File: config.mk
export PLATFORM = sky130hd
export DESIGN_NAME = control_unit_multicycle
export DESIGN_NICKNAME = d
export VERILOG_FILES = /design/src/rtl/control_unit_multicycle.sv
export SDC_FILE = /design/constraint.sdc
export NUM_CORES = 1
export LEC_CHECK = 0
export CAP_MARGIN = 20
export CORE_MARGIN = 3
export CORE_UTILIZATION = 41
export CTS_BUF_LIST = sky130_fd_sc_hd__clkbuf_8
export DETAILED_ROUTE_END_ITERATION = 10
export GPL_ROUTABILITY_DRIVEN = 0
export GPL_TIMING_DRIVEN = 0
export PLACE_DENSITY = 0.7
export SYNTH_ARGS = -nofsm -noshare
export SYNTH_HDL_FRONTEND = slang
export SYNTH_SLANG_ARGS = --single-unit
File: constraint.sdc
create_clock -name clk -period 1.9 [get_ports clk]
set_input_delay 0.19 -clock clk [delete_from_list [all_inputs] [get_ports clk]]
set_output_delay 0.19 -clock clk [all_outputs]
set_load 0.05 [all_outputs]
File: src/rtl/control_unit_multicycle.sv
// rtl/control_unit_multicycle.sv - Moore control FSM for the multicycle datapath
// Decodes IR[31:26] and stretches memory access states by MEM_WAIT extra cycles.
module control_unit_multicycle #(
  parameter int MEM_WAIT = 1
) (
  input  logic       clk,
  input  logic       reset,
  input  logic [5:0] opcode,
  input  logic       zero,
  output logic       pc_write,
  output logic       pc_write_cond,
  output logic       iord,
  output logic       mem_read,
  output logic       mem_write,
  output logic       ir_write,
  output logic       reg_dst,
  output logic       mem_to_reg,
  output logic       reg_write,
  output logic       alu_src_a,
  output logic [1:0] alu_src_b,
  output logic [1:0] alu_op,
  output logic [1:0] pc_source,
  output logic       bad_opcode
);

  localparam logic [2:0] LP_WAIT = 3'(MEM_WAIT);

  localparam logic [5:0] OP_RTYPE = 6'h00;
  localparam logic [5:0] OP_ADDI  = 6'h08;
  localparam logic [5:0] OP_LW    = 6'h23;
  localparam logic [5:0] OP_SW    = 6'h2B;
  localparam logic [5:0] OP_BEQ   = 6'h04;
  localparam logic [5:0] OP_J     = 6'h02;

  typedef enum logic [3:0] {
    S_RESET, S_FETCH, S_DECODE, S_RTYPE_EX, S_RTYPE_WB, S_ADDI_EX, S_ADDI_WB,
    S_MEM_ADDR, S_MEM_RD, S_MEM_WB, S_MEM_WR, S_BEQ, S_JUMP, S_BADOP
  } state_t;

  state_t     r_state;
  state_t     w_next_state;
  logic [2:0] r_wait_cnt;
  logic       w_wait_done;
  logic       w_unused_zero;

  // The branch decision is made in the datapath from pc_write_cond & zero.
  assign w_unused_zero = zero;
  assign w_wait_done   = (r_wait_cnt == LP_WAIT);

  always_ff @(posedge clk or posedge reset) begin
    if (reset) begin
      r_state    <= S_RESET;
      r_wait_cnt <= '0;
    end else begin
      r_state <= w_next_state;
      if (w_next_state != r_state) begin
        r_wait_cnt <= '0;
      end else if (!w_wait_done) begin
        r_wait_cnt <= r_wait_cnt + 3'd1;
      end
    end
  end

  always_comb begin
    w_next_state = S_RESET;
    case (r_state)
      S_RESET:    w_next_state = S_FETCH;
      S_FETCH:    w_next_state = w_wait_done ? S_DECODE : S_FETCH;
      S_DECODE: begin
        case (opcode)
          OP_RTYPE:     w_next_state = S_RTYPE_EX;
          OP_ADDI:      w_next_state = S_ADDI_EX;
          OP_LW, OP_SW: w_next_state = S_MEM_ADDR;
          OP_BEQ:       w_next_state = S_BEQ;
          OP_J:         w_next_state = S_JUMP;
          default:      w_next_state = S_BADOP;
        endcase
      end
      S_RTYPE_EX: w_next_state = S_RTYPE_WB;
      S_RTYPE_WB: w_next_state = S_FETCH;
      S_ADDI_EX:  w_next_state = S_ADDI_WB;
      S_ADDI_WB:  w_next_state = S_FETCH;
      S_MEM_ADDR: begin
        if (opcode == OP_LW)      w_next_state = S_MEM_RD;
        else if (opcode == OP_SW) w_next_state = S_MEM_WR;
        else                      w_next_state = S_BADOP;
      end
      S_MEM_RD:   w_next_state = w_wait_done ? S_MEM_WB : S_MEM_RD;
      S_MEM_WB:   w_next_state = S_FETCH;
      S_MEM_WR:   w_next_state = w_wait_done ? S_FETCH : S_MEM_WR;
      S_BEQ:      w_next_state = S_FETCH;
      S_JUMP:     w_next_state = S_FETCH;
      S_BADOP:    w_next_state = S_BADOP;
      default:    w_next_state = S_RESET;
    endcase
  end

  always_comb begin
    pc_write      = 1'b0;
    pc_write_cond = 1'b0;
    iord          = 1'b0;
    mem_read      = 1'b0;
    mem_write     = 1'b0;
    ir_write      = 1'b0;
    reg_dst       = 1'b0;
    mem_to_reg    = 1'b0;
    reg_write     = 1'b0;
    alu_src_a     = 1'b0;
    alu_src_b     = 2'b00;
    alu_op        = 2'b00;
    pc_source     = 2'b00;
    bad_opcode    = 1'b0;
    case (r_state)
      S_FETCH: begin
        mem_read  = 1'b1;
        alu_src_b = 2'b01;
        // PC+4 and IR load only once the instruction word is valid.
        pc_write  = w_wait_done;
        ir_write  = w_wait_done;
      end
      S_DECODE:   alu_src_b = 2'b11;
      S_RTYPE_EX: begin
        alu_src_a = 1'b1;
        alu_op    = 2'b10;
      end
      S_RTYPE_WB: begin
        reg_dst   = 1'b1;
        reg_write = 1'b1;
      end
      S_ADDI_EX, S_MEM_ADDR: begin
        alu_src_a = 1'b1;
        alu_src_b = 2'b10;
      end
      S_ADDI_WB:  reg_write = 1'b1;
      S_MEM_RD: begin
        mem_read = 1'b1;
        iord     = 1'b1;
      end
      S_MEM_WB: begin
        mem_to_reg = 1'b1;
        reg_write  = 1'b1;
      end
      S_MEM_WR: begin
        mem_write = 1'b1;
        iord      = 1'b1;
      end
      S_BEQ: begin
        alu_src_a     = 1'b1;
        alu_op        = 2'b01;
        pc_write_cond = 1'b1;
        pc_source     = 2'b01;
      end
      S_JUMP: begin
        pc_write  = 1'b1;
        pc_source = 2'b10;
      end
      S_BADOP:    bad_opcode = 1'b1;
      default:    ;
    endcase
  end

endmodule

==> metrics.csv, run 1 <==
metric,value,unit
worstPathRequired,1.71,ns
die_area,2620,µm²
min_period,1.82,ns
track_usage,19.3,%
leakage,0.506,nW
power_density,1740,nW/µm²
viasPerCell,5.68,
postCtsHoldBufs,0,
worstHoldPathType,in2async,
cts_tree,built,
slowest_stage,dfrtp_1,
grt_overflow,0,
die_h,51.2,µm
setup_viol,0,
yosysSeqAreaShare,20.9,%
final_util,66.1,%
synth-main-ff-cell,dfrtp_1,
synthArstFlopShare,100,%
path_max_fanout,7,
post-route-period-util,95.6,%
synthDistinctLibCells,45,
multi_input_comb_area,646,µm²
r2r_cells,5,
cts_sinks,7,
syn_avg_cell_area,7.83,µm²
fin_ws,0.0841,ns
cts_root_buf,clkbuf_8,
ctsLongestPathBuffers,2,
synth_top_area_share,20.9,%
arrival,1.63,ns
clk_latency,0.23,ns
grt_pass1_wl,3770,µm
core_area,1820,µm²
cts_htree_levels,1,
synth_enable_flop_cells,0,
fmax,551,MHz
synth_nets,118,
worst-setup-path-type,reg2out,
relSlewSlack,62.3,%
dp_hpwl,1740,µm
ios,26,
whs,0.196,ns
synthCells,107,
n_antenna_cell,0,
worst_clock_skew,0.00137,ns
synthToLayoutAreaGrowth,43.6,%
yosys_warnings,0,
rsz0062_at_grt,yes,
placementRows,15,
die_w,51.2,µm
wl,2450,µm
r2r_slack,0.14,ns
post_dp_cell_area,1150,µm²
syn_area,838,µm²
cap_violations,0,
synth_area_leaders,"dfrtp_1, nor2_1, nor3_1",
firstDrtPassIters,4,
numCtsBuffers,3,
synth_area_leader_cell,dfrtp_1,
drive_gt1_share,38.4,%
endpoint_kind,primary output,
fillers,166,
synth_commonest_cells,"nor2_1, nor3_1, nand2_1",
tightest_slew,0.561,ns
wl_per_cell,15.0,µm
nets,150,
drc_errors,0,
hold_violations,0,
antenna_left,0,
grt_max_degree,11,
grt_pass1_vias,870,
final-max-slew-violation-count,0,
grt_antenna_before_repair,0,
drt_iter0_drc,22,
crit_chain,ha_1 > nand2b_1 > buf_6 > nor4_4 > or2_2 > buf_4,
dp_slack,-0.596,ns
synth_most_common_cell,nor2_1,
seq_area,175,µm²
synth-seq-cells,7,
slowest_delay,0.40,ns
fin_area,1200,µm²
status,completed,
worst_setup_path_start_kind,register,
io_buffer_count,24,
route.vias.total,926,
cts.clk_slew.worst_paths,0.04,ns
initial_utilization,46.0,%
ir_drop,0.912,mV
logic make-up after synthesis:
| group | Yosys count | synth area share (%) |
|---|---|---|
| AND/OR/NAND/NOR | 54 | 34.0 |
| adder cells (fa/ha/maj) | 2 | 2.98 |
| AO/OA/AOI/OAI | 25 | 28.4 |
| multiplexers | 2 | 2.54 |
| buffers and inverters | 14 | 8.06 |
| flip-flops | 7 | 20.9 |
| XOR/XNOR | 3 | 3.13 |
critical path: cells and delay by family (launching register included):
family,cells,cell delay [ns]
buffers and inverters,2,0.33
DFF,1,0.40
and+or+nand+nor,3,0.42
adders and majority gates,1,0.24
timing repair:
item | in CTS | in global routing
gates cloned | 0 | 0
buffers inserted | 0 | 3
pin swaps | 0 | 1
setup endpoints to repair | 17 | 16
gates resized for setup | 71 | 25
cell type report:
| cell class | count | area share (%) |
|---|---|---|
| Buffer | 10 | 5.93 |
| Timing Repair Buffer | 27 | 18.3 |
| Multi-Input combinational cell | 86 | 53.6 |
| Inverter | 4 | 1.25 |
| Sequential cell | 7 | 14.6 |
| Clock buffer | 3 | 3.43 |
| Tap cell | 25 | 2.60 |
| Clock inverter | 1 | 0.312 |
sequential cells by signal (all words and copies together) (netlist names):
register / cells
r_state: 4
r_wait_cnt: 3
report_power, final:
| part | total, mW | switching, mW | internal (mW) |
|---|---|---|---|
| logic | 1.65 | 1.06 | 0.585 |
| clock network | 0.205 | 0.0655 | 0.140 |
| registers | 0.244 | 0.0441 | 0.200 |
| total | 2.10 | 1.17 | 0.925 |
placed cells by master (no fill, tap or decap), types with 2 or more instances in the layout:
| master | synthesis | routed |
|---|---|---|
| buf_2 | 3 | 8 |
| buf_4 | 3 | 9 |
| clkbuf_4 | 0 | 7 |
| clkbuf_8 | 0 | 3 |
| clkdlybuf4s15_2 | 0 | 4 |
| clkdlybuf4s50_1 | 0 | 7 |
| dfrtp_1 | 7 | 7 |
| ha_1 | 2 | 2 |
| inv_1 | 4 | 5 |
| nand2_1 | 8 | 8 |
| nand2b_1 | 7 | 5 |
| nand2b_2 | 0 | 2 |
| nand3_1 | 3 | 3 |
| nor2_1 | 15 | 14 |
| nor3_1 | 9 | 6 |
| nor3_2 | 0 | 3 |
| o21a_1 | 3 | 3 |
| o21ai_0 | 3 | 3 |
| o22ai_1 | 3 | 2 |
| or2_2 | 2 | 2 |
| xnor2_1 | 2 | 2 |
per-layer routing:
layer	vias up	global-route usage [%]	part of all wire [%]
met3	10	4.96	5.6
met5	-	0	0
li1	454	-	-
met2	39	29.6	49
met1	423	23.9	41
met4	0	11.8	3.8
path summary, 6_finish.rpt:
check                         startpoint       endpoint
max reg2reg                r_wait_cnt[0]  r_wait_cnt[1]
min                                reset     r_state[1]
min in group clk           r_wait_cnt[0]  r_wait_cnt[0]
max                        r_wait_cnt[0]       pc_write
max in group asynchronous          reset     r_state[3]
min reg2reg                r_wait_cnt[0]  r_wait_cnt[0]
through the flow:
step           TNS (ns)  cells  power [mW]
5_1_grt         -0.0440    163        2.23
3_3_place_gp      -7.15    156        1.84
2_1_floorplan    -0.880    107        1.47
4_1_cts               0    160        2.02
6_report              0    163        2.10
3_5_place_dp      -7.25    156        1.85
(Power assumes the default switching activity.)
==> run 2: changes to the inputs <==
- PLACE_DENSITY: 0.7 -> 0.72
- SKIP_LAST_GASP: not set -> 1
==> metrics.csv, run 2 (same netlist as run 1, synthesis figures left out) <==
metric,value,unit,change
status,completed,,
ctsLongestPathBuffers,2,,unchanged
dp_hpwl,1760,µm,+1.1%
antenna_left,0,,unchanged
worst_setup_path_start_kind,register,,
grt_max_degree,11,,unchanged
viasPerCell,5.75,,+1.2%
cts_sinks,7,,unchanged
rsz0062_at_grt,yes,,
firstDrtPassIters,4,,unchanged
n_antenna_cell,0,,unchanged
arrival,1.63,ns,about the same
mostFrequentLayoutCells,"nor2_1, buf_2, nand2_1",,
worst_clock_skew,0.00206,ns,+0.000685 ns
placementRows,15,,unchanged
fin_area,1180,µm²,-2.3%
final_util,64.6,%,-1.5 points
path_max_fanout,10,,+3
die_h,51.2,µm,unchanged
min_period,1.82,ns,+0.00874 ns
clk_latency,0.23,ns,about the same
power_density,1750,nW/µm²,+0.38%
top_register,r_state,,
wl,2270,µm,-7.5%
grt_antenna_before_repair,0,,unchanged
final-max-slew-violation-count,0,,unchanged
grt_pass1_wl,3820,µm,+1.3%
cap_violations,0,,unchanged
post-route-period-util,96.0,%,+0.46 points
fin_cells,160,,-1.8%
finalSetupTns,0,ns,unchanged
worstHoldPathType,in2async,,
synthToLayoutAreaGrowth,40.3,%,
multi_input_comb_area,643,µm²,-0.39%
worstPathRequired,1.71,ns,about the same
cts_tree,built,,
setup_viol,0,,unchanged
leakage,0.494,nW,-2.5%
ir_drop,1.05,mV,+15%
core_area,1820,µm²,unchanged
whs,0.200,ns,+0.00425 ns
drc_errors,0,,unchanged
worst-setup-path-type,reg2out,,
wl_per_cell,14.2,µm,-5.8%
drive_gt1_share,36.3,%,-2.1 points
relSlewSlack,68.0,%,+5.7 points
dp_slack,-0.554,ns,+0.0414 ns
initial_utilization,46.0,%,unchanged
seq_area,175,µm²,unchanged
power,2.06,mW,-1.9%
ios,26,,unchanged
numCtsBuffers,3,,unchanged
route.vias.total,920,,-0.65%
track_usage,18.7,%,-0.53 points
io_buffer_count,24,,unchanged
fin_ws,0.0754,ns,-0.00874 ns
largest_reg_flops,4,,unchanged
cts_htree_levels,1,,unchanged
drt_iter0_drc,27,,+23%
fillers,175,,+5.4%
hold_violations,0,,unchanged
layout_commonest_cell,nor2_1,,
grt_overflow,0,,unchanged
nets,147,,-2.0%
post_dp_cell_area,1150,µm²,unchanged
cts.clk_slew.worst_paths,0.04,ns,about the same
tightest_slew,0.476,ns,-0.0848 ns
fmax,548,MHz,-0.48%
endpoint_kind,primary output,,
die_area,2620,µm²,unchanged
cts_root_buf,clkbuf_8,,
die_w,51.2,µm,unchanged
place_inst,156,,unchanged
top_regs,"r_state x4, r_wait_cnt x3",,
grt_pass1_vias,865,,-0.57%
post_cts_buffers,0,,unchanged
run 2: changes by cell type in the layout (fill, tap and decap cells not counted), sizes merged:
cell | previous run | this run
buf | 18 | 15
run 2: critical path, stage by stage, from the launching register on:
cell             delay (ns)
dfrtp_1                0.31
buf_2                  0.20
buf_4                  0.22
nand2b_1               0.15
nor2_1                 0.13
clkdlybuf4s15_2        0.39
run 2: where the power goes:
| part | leakage (nW) | switching (mW) | internal, mW | total [mW] |
|---|---|---|---|---|
| Clock | 0.0269 | 0.0631 | 0.139 | 0.203 |
| Sequential | 0.0907 | 0.0472 | 0.200 | 0.247 |
| Combinational | 0.376 | 1.03 | 0.572 | 1.61 |
run 2: area by class of cell:
cell class	instances	share of cell area [%]
Clock inverter	1	0.319
Timing Repair Buffer	24	16.4
Tap cell	25	2.66
Clock buffer	3	3.51
Sequential cell	7	14.9
Multi-Input combinational cell	86	54.7
Inverter	4	1.28
Buffer	10	6.28
run 2: worst paths after layout:
kind	to	cells after the start	slack [ns]	start
max in group asynchronous	r_wait_cnt[0]	2	1.49	reset
min in group clk	r_wait_cnt[0]	2	0.61	r_wait_cnt[0]
max reg2reg	r_wait_cnt[1]	6	0.18	r_wait_cnt[0]
min	r_state[1]	2	0.20	reset
max	mem_write	5	0.08	r_state[3]
min reg2reg	r_wait_cnt[0]	2	0.61	r_wait_cnt[0]
run 2: layer usage:
metal	share of wire (%)	track usage, %
met4	0.44	3.06
met5	0	0
met1	42	24.3
met2	48	31.5
met3	9.1	4.96
run 2: what timing repair did:
item,4_1_cts,5_1_grt
resized for setup,70,23
endpoints found under the setup margin,17,14
hold buffers,0,0
==> run 3: changes to the inputs <==
- GPL_ROUTABILITY_DRIVEN: 0 -> 1
==> results of run 3 <==
The final DEF is identical to that of run 2; final timing and power are the same.
